==> config.mk <==
export PLATFORM = sky130hd
export DESIGN_NAME = fpga_bionic_robot_arm
export DESIGN_NICKNAME = d
export VERILOG_FILES = /design/src/rtl/fpga_bionic_robot_arm.sv
export SDC_FILE = /design/constraint.sdc
export NUM_CORES = 1
export LEC_CHECK = 0
export CAP_MARGIN = 25
export CORE_MARGIN = 3
export CORE_UTILIZATION = 55
export CTS_CLUSTER_DIAMETER = 30
export DETAILED_ROUTE_END_ITERATION = 10
export GPL_TIMING_DRIVEN = 0
export MAX_ROUTING_LAYER = met4
export PLACE_DENSITY = 0.82
export SLEW_MARGIN = 20
export SYNTH_ARGS = -nofsm -noshare
export SYNTH_HDL_FRONTEND = slang
export SYNTH_SLANG_ARGS = --single-unit
==> constraint.sdc <==
create_clock -name CLOCK_50 -period 3.2 [get_ports CLOCK_50]
set_input_delay 0.64 -clock CLOCK_50 [delete_from_list [all_inputs] [get_ports CLOCK_50]]
set_output_delay 0.64 -clock CLOCK_50 [all_outputs]
set_load 0.005 [all_outputs]
==> src/rtl/fpga_bionic_robot_arm.sv <==
// Five-finger bionic hand controller: KEY1 presses queue gesture codes, an
// executor holds each gesture for a fixed time, five servo PWMs drive fingers.
// PULSE_CLOSED must be smaller than PWM_PERIOD.
module fpga_bionic_robot_arm #(
   parameter int unsigned PWM_PERIOD   = 1_000_000,
   parameter int unsigned PULSE_OPEN   = 50_000,
   parameter int unsigned PULSE_CLOSED = 100_000,
   parameter int unsigned GESTURE_HOLD = 25_000_000,
   parameter int unsigned FIFO_DEPTH   = 8
) (
   input  logic       CLOCK_50,
   input  logic       KEY0,
   input  logic       KEY1,
   input  logic [7:0] SW,
   output logic       pwm1,
   output logic       pwm2,
   output logic       pwm3,
   output logic       pwm4,
   output logic       pwm5
);

   localparam int unsigned CNT_W = $clog2(PWM_PERIOD);
   localparam int unsigned TMR_W = $clog2(GESTURE_HOLD);
   localparam int unsigned PTR_W = $clog2(FIFO_DEPTH);
   localparam int unsigned OCC_W = $clog2(FIFO_DEPTH + 1);
   localparam int unsigned NFING = 5;

   localparam logic [CNT_W-1:0] CNT_LAST = CNT_W'(PWM_PERIOD - 1);
   localparam logic [CNT_W-1:0] W_OPEN   = CNT_W'(PULSE_OPEN);
   localparam logic [CNT_W-1:0] W_CLOSED = CNT_W'(PULSE_CLOSED);
   localparam logic [TMR_W-1:0] TMR_LAST = TMR_W'(GESTURE_HOLD - 1);
   localparam logic [OCC_W-1:0] OCC_FULL = OCC_W'(FIFO_DEPTH);

   typedef enum logic [1:0] {S_IDLE, S_LOAD, S_HOLD} state_e;

   // pose bit order {thumb, index, middle, ring, pinky}; 1 = closed
   logic             key_s1_q, key_s2_q, key_prev_q;
   logic             press_c, code_ok_c, push_c, pop_c;
   logic [NFING-1:0] pose_c;
   logic [NFING-1:0] mem_q [FIFO_DEPTH];
   logic [PTR_W-1:0] wr_ptr_q, rd_ptr_q;
   logic [OCC_W-1:0] occ_q;
   state_e           state_q;
   logic [NFING-1:0] head_q, target_q, closed_q;
   logic [TMR_W-1:0] timer_q;
   logic [CNT_W-1:0] cnt_q;
   logic [NFING-1:0] pwm_q, pwm_d;

   // KEY1 synchronizer and falling-edge detector
   always_ff @(posedge CLOCK_50) begin
      if (!KEY0) begin
         key_s1_q   <= 1'b1;
         key_s2_q   <= 1'b1;
         key_prev_q <= 1'b1;
      end else begin
         key_s1_q   <= KEY1;
         key_s2_q   <= key_s1_q;
         key_prev_q <= key_s2_q;
      end
   end

   assign press_c = key_prev_q & ~key_s2_q;

   // Gesture code to finger pose decode
   always_comb begin
      pose_c    = '0;
      code_ok_c = 1'b1;
      case (SW)
         8'd1:    pose_c = 5'b11111;
         8'd2:    pose_c = 5'b00000;
         8'd3:    pose_c = 5'b10011;
         default: code_ok_c = 1'b0;
      endcase
   end

   assign push_c = press_c & code_ok_c & (occ_q != OCC_FULL);
   assign pop_c  = (state_q == S_IDLE) & (occ_q != '0);

   // Queue storage; stale entries are harmless because pointers are flushed
   always_ff @(posedge CLOCK_50) begin
      if (push_c) mem_q[wr_ptr_q] <= pose_c;
   end

   // Queue pointers and occupancy
   always_ff @(posedge CLOCK_50) begin
      if (!KEY0) begin
         wr_ptr_q <= '0;
         rd_ptr_q <= '0;
         occ_q    <= '0;
      end else begin
         if (push_c) wr_ptr_q <= wr_ptr_q + PTR_W'(1);
         if (pop_c)  rd_ptr_q <= rd_ptr_q + PTR_W'(1);
         case ({push_c, pop_c})
            2'b10:   occ_q <= occ_q + OCC_W'(1);
            2'b01:   occ_q <= occ_q - OCC_W'(1);
            default: occ_q <= occ_q;
         endcase
      end
   end

   // Gesture executor: pop, load finger targets, hold for the gesture time
   always_ff @(posedge CLOCK_50) begin
      if (!KEY0) begin
         state_q  <= S_IDLE;
         head_q   <= '0;
         target_q <= '0;
         timer_q  <= '0;
      end else begin
         case (state_q)
            S_IDLE: begin
               if (pop_c) begin
                  head_q  <= mem_q[rd_ptr_q];
                  state_q <= S_LOAD;
               end
            end
            S_LOAD: begin
               target_q <= head_q;
               timer_q  <= '0;
               state_q  <= S_HOLD;
            end
            S_HOLD: begin
               timer_q <= timer_q + TMR_W'(1);
               if (timer_q == TMR_LAST) state_q <= S_IDLE;
            end
            default: state_q <= S_IDLE;
         endcase
      end
   end

   // Per-finger compare; width comes from the live target only at frame start
   always_comb begin
      pwm_d = '0;
      for (int i = 0; i < NFING; i++) begin
         if (cnt_q == '0) pwm_d[i] = cnt_q < (target_q[i] ? W_CLOSED : W_OPEN);
         else             pwm_d[i] = cnt_q < (closed_q[i] ? W_CLOSED : W_OPEN);
      end
   end

   // Shared frame counter, per-frame width latch and registered PWM outputs
   always_ff @(posedge CLOCK_50) begin
      if (!KEY0) begin
         cnt_q    <= '0;
         closed_q <= '0;
         pwm_q    <= '0;
      end else begin
         cnt_q <= (cnt_q == CNT_LAST) ? '0 : cnt_q + CNT_W'(1);
         if (cnt_q == '0) closed_q <= target_q;
         pwm_q <= pwm_d;
      end
   end

   assign pwm1 = pwm_q[4];
   assign pwm2 = pwm_q[3];
   assign pwm3 = pwm_q[2];
   assign pwm4 = pwm_q[1];
   assign pwm5 = pwm_q[0];

endmodule

==> results of run 1 <==
registers in the layout (all words and copies together) (netlist names):
name and cells:
closed_q 2, timer_q 25, target_q 2, occ_q 4, key_s2_q 1, cnt_q 20, pwm_q 2, key_prev_q 1
key_s1_q 1, head_q 2, mem_q 16, state_q 2, wr_ptr_q 3, rd_ptr_q 3
layer usage:
metal	part of all wire (%)	GRT usage, %	wire length, microns	up-vias
met5	0	-	0	-
met4	2.8	10.3	225	0
met3	3.9	3.30	312	22
met2	48	33.1	3860	57
met1	45	24.6	3570	1458
li1	-	-	-	1581
power by group:
group / internal [uW] / switching [uW] / leakage [uW]
Combinational: 194 / 215 / 0.000984
Clock: 371 / 416 / 0.000101
Sequential: 1120 / 36.3 / 0.000688
final timing paths:
path / slack [ns] / cells after the start / start / to
setup reg to reg: 0.54 / 11 / occ_q[1]$_SDFFE_PN0P_ / occ_q[2]$_SDFFE_PN0P_
setup / recovery: 0.31 / 11 / SW[5] / occ_q[2]$_SDFFE_PN0P_
hold reg to reg: 0.42 / 1 / key_s1_q$_SDFF_PN1_ / key_s2_q$_SDFF_PN1_
hold / removal: 0.42 / 1 / key_s1_q$_SDFF_PN1_ / key_s2_q$_SDFF_PN1_
through the flow:
step                      total power [uW]  util, %
after global routing                  2480     64.0
final                                 2350     64.0
after detailed placement              1590     61.2
after CTS                             2370     64.0
after global placement                1560     61.2
after floorplan                       1480        -
kinds of logic (layout without fill, tap and decap cells):
logic type	after synthesis	in the layout	synth area share, %
buffers and inverters	32	63	3.68
AO/OA/AOI/OAI	50	50	7.57
adder cells (fa/ha/maj)	30	30	8.91
XOR/XNOR	45	45	9.36
AND/OR/NAND/NOR	179	179	22.2
flip-flops	84	84	43.7
multiplexers	14	14	4.51
area by class of cell:
type | count | share of cell area, %
multi-input cells | 318 | 47.2
repair buffers | 15 | 3.20
inverters | 18 | 1.44
well taps | 99 | 2.64
clock buffers | 9 | 2.64
plain buffers | 14 | 1.87
flip-flops and latches | 84 | 39.3
clock inverters | 7 | 1.73
worst register-to-register path: stages, from the launching register on:
cell	delay, ns
sky130_fd_sc_hd__dfxtp_1	0.31
sky130_fd_sc_hd__clkbuf_1	0.17
sky130_fd_sc_hd__nor4_1	0.43
sky130_fd_sc_hd__nor2b_1	0.09
sky130_fd_sc_hd__clkbuf_1	0.24
sky130_fd_sc_hd__ha_1	0.32
sky130_fd_sc_hd__xor2_1	0.16
sky130_fd_sc_hd__ha_1	0.19
sky130_fd_sc_hd__a21oi_1	0.14
sky130_fd_sc_hd__xor2_1	0.09
sky130_fd_sc_hd__or3_1	0.30
sky130_fd_sc_hd__a21boi_0	0.16
cell usage in the layout (no fill, tap or decap), types with 5 or more instances in the layout:
cell | netlist | routed
sky130_fd_sc_hd__nor3_1 | 10 | 10
sky130_fd_sc_hd__clkdlybuf4s50_1 | 0 | 15
sky130_fd_sc_hd__mux2i_1 | 10 | 10
sky130_fd_sc_hd__and3_1 | 6 | 6
sky130_fd_sc_hd__o21ai_0 | 13 | 13
sky130_fd_sc_hd__a21oi_1 | 15 | 15
sky130_fd_sc_hd__and2_1 | 5 | 5
sky130_fd_sc_hd__nor2_1 | 55 | 55
sky130_fd_sc_hd__xnor2_1 | 14 | 14
sky130_fd_sc_hd__dfxtp_1 | 68 | 68
sky130_fd_sc_hd__ha_1 | 30 | 30
sky130_fd_sc_hd__nor4_1 | 6 | 6
sky130_fd_sc_hd__nor2b_1 | 10 | 10
sky130_fd_sc_hd__nand2_1 | 24 | 24
sky130_fd_sc_hd__clkbuf_1 | 7 | 7
sky130_fd_sc_hd__inv_1 | 18 | 18
sky130_fd_sc_hd__xor2_1 | 31 | 31
sky130_fd_sc_hd__edfxtp_1 | 16 | 16
sky130_fd_sc_hd__clkbuf_8 | 0 | 9
sky130_fd_sc_hd__nand4_1 | 14 | 14
sky130_fd_sc_hd__nand3_1 | 17 | 17
sky130_fd_sc_hd__nand2b_1 | 5 | 5
==> parameters.txt, run 1 <==
Parameter                              Value

Floorplanning
  Chip Width    93.5 microns
  Site Rows    31
  Die H    93.5 microns
  Initial cell density of the core    57.5%
  I/O Pins    16
  Core Box Area    0.00733 sq mm
  Die area    0.00875 sq mm

STA
  Post-route clock period utilization    90.4%
  Worst slack on hold paths    0.420 ns
  Minimum period implied by the final worst setup slack    2.89 ns
  Skew final    0.00788 ns
  Final worst slack    0.308 ns
  Setup_tns    0 ns
  Maximum clock rate    346 MHz
  Hold violation total from the final report    0
  Unrepaired setup endpoints after global routing    false
  Normalized max-slew margin    41.7%
  Slew @ Worst Pin    0.866 ns
  Count of pins over their slew limit    0
  Final setup vio count    0

Place
  Worst slack at placement    -0.0777 ns
  PortBufs    15
  Cell total after placement    548
  HPWL after DPL    5660 microns
  Total placed instance area    0.00449 sq mm
  Placer congestion estimate    0.856

Power
  Ratio of total power to cell area    501 mW/mm^2
  Worst IR Drop VDD    318 uV
  Leakage dissipation    0.00177 uW

Cells and area
  Register area    0.00184 sq mm
  Multi-input gate area    0.00222 sq mm
  Antenna cell count    0
  Non-Filler Cell Area, Final    0.00469 sq mm
  Count of filler cells inserted in the layout    600
  Area growth, synth to finish    11.4%
  Final net count    501
  Fraction of final layout cells with drive strength greater than 1    7.74%
  Final non-filler cell total    564

Clock network
  Clock Latency Late Sink    0.36 ns
  Num CTS Buffers    9
  Post-CTS setup buffer count    0
  Max clock buf depth    2
  Clock tree from TritonCTS    done
  Quantity of gates resized following cts    0
  Clock slew at reported path FFs    0.09 ns
  Library cell used as clock root buffer    sky130_fd_sc_hd__clkbuf_8
  Clock net sink count    84
  Cts-stage hold buffer count    0
  CTS H-Tree Depth    3

Logic synthesis
  Top post-synthesis cells by area    sky130_fd_sc_hd__dfxtp_1, sky130_fd_sc_hd__edfxtp_1, sky130_fd_sc_hd__ha_1
  Synth Flop Type    sky130_fd_sc_hd__dfxtp_1
  Post-synth top area cell    sky130_fd_sc_hd__dfxtp_1
  Mapped Nets    475
  Fraction of synthesized cell area taken by the top area cell type    32.3%
  Total standard cell area after synthesis    0.00421 sq mm
  Commonest cells post-synth    sky130_fd_sc_hd__dfxtp_1, sky130_fd_sc_hd__nor2_1, sky130_fd_sc_hd__xor2_1
  Most used standard cell by instance count after synthesis    sky130_fd_sc_hd__dfxtp_1
  Count of cell types in the netlist    49
  Flip-flop and latch count after synthesis    84
  Gate count of the mapped netlist    434
  Total number of yosys warnings    0
  Share of flip-flops with an asynchronous set or reset    0%
  Fraction of the yosys area taken by sequential cells    43.7%
  Post-synthesis area per instance    9.71 sq um
  Number of enable-type register cells in the synthesized netlist    16

Critical path
  Maximum fanout along the worst path    8
  Data arrival time at the worst-slack endpoint    3.18 ns
  WS Path Type    input port to flop
  Worst path required time    3.49 ns
  Critical Path Source Type    input port
  Slowest-stage cell, CP    sky130_fd_sc_hd__clkdlybuf4s50_1
  Worst path max stage delay    0.40 ns
  Crit-path cells    clkdlybuf4s50_1 -> nor4_1 -> nand2_1 -> a211o_1 -> ha_1 -> xor2_1 -> ha_1 -> a21oi_1 -> xor2_1 -> or3_1 -> a21boi_0
  Top Family by Delay on Critical Path    simple AND/OR/NAND/NOR gates
  CP Capture Type    flop
  Buf/Inv on CP    1

Route
  Vias per inst    5.53
  Iteration count of the initial detailed-routing pass    4
  Routed wire length per instance    14.1 microns
  DRC    0
  Routed WL    7970 microns
  Number of vias in the routed layout    3,118
  Starting DRC count in detailed routing    90
  Antenna Nets Post-Route    0

Global route
  Number of global-route vias before repair    3,027
  Global route overflow    0
  First-pass GRT wire length    13,900 microns
  GRT Overall Usage    20.4%
  Maximum number of pins on one net before global-route repair    17
  Number of antenna violations at the first check in global routing    0

Job
  Total of max-cap violations    0

Hold path
  Hold/Removal Path Class    flop to flop

Status
  Status    completed
Power figures use the tool's default switching activity.
==> run 2: changes to the inputs <==
Settings changed: GPL_TIMING_DRIVEN 0 to default.
==> run 2 against run 1 <==
Maximum frequency is 5.2% higher. Clock-buffer cell count stayed put. Register-to-register slack better by 0.20 ns. First-iteration DRC count is 12% higher. Cell count is 1.8% lower. Wire length is 4.1% lower. Design area is 1.4% lower.
==> parameters.txt, run 2 (synthesized netlist as in run 1, its figures left out) <==
Parameter                              Value

Hold path
  Worst Min Path Start    key_s1_q$_SDFF_PN1_ (unchanged)
  Hold/Removal Path Class    flop to flop (unchanged)

Critical path
  CP Capture Type    flop (unchanged)
  WS Path Type    input port to flop (unchanged)
  Critical Path Source Type    input port (unchanged)
  Buf/Inv on CP    1 (unchanged)
  Data arrival time at the worst-slack endpoint    3.02 ns (was 3.18 ns)
  Top Family by Delay on Critical Path    simple AND/OR/NAND/NOR gates (unchanged)
  Origin of the worst setup path    SW[5] (unchanged)
  Slowest-stage cell, CP    sky130_fd_sc_hd__clkdlybuf4s50_1 (unchanged)
  Maximum fanout along the worst path    5 (was 8)
  Worst path max stage delay    0.40 ns (about the same)
  R2R Path Start    state_q[0]$_SDFFE_PN0P_ (was occ_q[1]$_SDFFE_PN0P_)
  Worst path required time    3.47 ns (was 3.49 ns)
  Crit-path cells    clkdlybuf4s50_1 -> nor4_1 -> nand2_1 -> a211o_1 -> ha_1 -> xor2_1 -> ha_1 -> a21oi_1 -> xor2_1 -> or3_1 -> a21boi_0 (unchanged)

Floorplanning
  Core Box Area    0.00733 sq mm (unchanged)
  Die area    0.00875 sq mm (unchanged)
  Die H    93.5 microns (unchanged)
  I/O Pins    16 (unchanged)
  Chip Width    93.5 microns (unchanged)
  Initial cell density of the core    57.5% (unchanged)
  Site Rows    31 (unchanged)

Global route
  Number of antenna violations at the first check in global routing    0 (unchanged)
  GRT Overall Usage    19.6% (was 20.4%)
  Global route overflow    0 (unchanged)
  Maximum number of pins on one net before global-route repair    26 (was 17)
  Number of global-route vias before repair    3,049 (was 3,027)
  First-pass GRT wire length    13,400 microns (was 13,900 microns)

STA
  Post-route clock period utilization    85.9% (was 90.4%)
  Worst slack on hold paths    0.421 ns (was 0.420 ns)
  Hold violation total from the final report    0 (unchanged)
  Final setup vio count    0 (unchanged)
  Normalized max-slew margin    44.6% (was 41.7%)
  Maximum clock rate    364 MHz (was 346 MHz)
  Minimum period implied by the final worst setup slack    2.75 ns (was 2.89 ns)
  Skew final    0.0125 ns (was 0.00788 ns)
  Unrepaired setup endpoints after global routing    false (unchanged)
  Setup_tns    0 ns (unchanged)
  Count of pins over their slew limit    0 (unchanged)
  Final worst slack    0.451 ns (was 0.308 ns)
  Slew @ Worst Pin    0.819 ns (was 0.866 ns)

Cells and area
  Register with the most flip-flops    timer_q (unchanged)
  Highest-count cells in the layout ignoring fill and taps    sky130_fd_sc_hd__dfxtp_1, sky130_fd_sc_hd__nor2_1, sky130_fd_sc_hd__xor2_1 (unchanged)
  Multi-input gate area    0.00222 sq mm (unchanged)
  Count of filler cells inserted in the layout    585 (was 600)
  Area growth, synth to finish    9.86% (was 11.4%)
  Final net count    491 (was 501)
  Number of flip-flops in the largest register    25 (unchanged)
  Register area    0.00184 sq mm (unchanged)
  Leading cell type in the layout, fill and taps excluded    sky130_fd_sc_hd__dfxtp_1 (unchanged)
  Antenna cell count    0 (unchanged)
  Final non-filler cell total    554 (was 564)
  Fraction of final layout cells with drive strength greater than 1    7.25% (was 7.74%)
  Largest registers    timer_q x25, cnt_q x20, mem_q x16 (unchanged)

Clock network
  Post-CTS setup buffer count    0 (unchanged)
  Library cell used as clock root buffer    sky130_fd_sc_hd__clkbuf_8 (unchanged)
  Clock slew at reported path FFs    0.08 ns (was 0.09 ns)
  Num CTS Buffers    9 (unchanged)
  Quantity of gates resized following cts    0 (unchanged)
  CTS H-Tree Depth    3 (unchanged)
  Max clock buf depth    2 (unchanged)
  Clock tree from TritonCTS    done (unchanged)
  Clock Latency Late Sink    0.35 ns (was 0.36 ns)
  Clock net sink count    84 (unchanged)
  Cts-stage hold buffer count    0 (unchanged)

Status
  Status    completed (unchanged)

Place
  HPWL after DPL    5610 microns (was 5660 microns)
  PortBufs    15 (unchanged)
  Placer congestion estimate    0.865 (was 0.856)
  Cell total after placement    538 (was 548)
  Worst slack at placement    0.0813 ns (was -0.0777 ns)

Power
  Worst IR Drop VDD    332 uV (was 318 uV)
  Leakage dissipation    0.00175 uW (was 0.00177 uW)
  Total chip power    2310 uW (was 2350 uW)
  Ratio of total power to cell area    499 mW/mm^2 (was 501 mW/mm^2)

Route
  Antenna Nets Post-Route    0 (unchanged)
  Iteration count of the initial detailed-routing pass    5 (was 4)
  Number of vias in the routed layout    3,056 (was 3,118)
  Starting DRC count in detailed routing    101 (was 90)
  Routed WL    7640 microns (was 7970 microns)
  Routed wire length per instance    13.8 microns (was 14.1 microns)
  Vias per inst    5.52 (was 5.53)
  DRC    0 (unchanged)

Job
  Total of max-cap violations    0 (unchanged)
==> run 2: final cells by class <==
type	instances	share of cell area, %
clock buffers	9	2.68
clock inverters	7	1.62
inverters	18	1.46
multi-input cells	318	47.9
flip-flops and latches	84	39.8
well taps	99	2.68
repair buffers	19	3.89
==> run 2: path summary, 6_finish.rpt <==
check / slack (ns) / endpoint / depth (start not counted)
min: 0.42 / key_s2_q$_SDFF_PN1_ / 1
min reg2reg: 0.42 / key_s2_q$_SDFF_PN1_ / 1
max: 0.45 / occ_q[2]$_SDFFE_PN0P_ / 11
max reg2reg: 0.74 / timer_q[21]$_SDFFE_PN0P_ / 7
==> run 2: through the flow <==
| step | utilization, % | area (sq um) |
|---|---|---|
| floorplan | - | 4210 |
| global placement | 60.4 | 4430 |
| detailed placement | 60.4 | 4430 |
| CTS | 63.1 | 4630 |
| global route | 63.1 | 4630 |
| finish | 63.1 | 4630 |
==> run 2: report_power, final <==
part | leakage [uW] | switching [uW] | internal [uW]
clock | 0.000104 | 384 | 366
combinational | 0.000956 | 196 | 192
sequential | 0.000688 | 52.1 | 1120
==> run 2: layer usage <==
layer	wire (microns)	part of all wire [%]	GRT usage, %	vias up
li1	-	-	-	1550
met1	3340	44	22.2	1451
met2	3980	52	33.9	51
met3	268	3.5	4.99	4
met4	51	0.67	6.23	0
met5	0	0	-	-
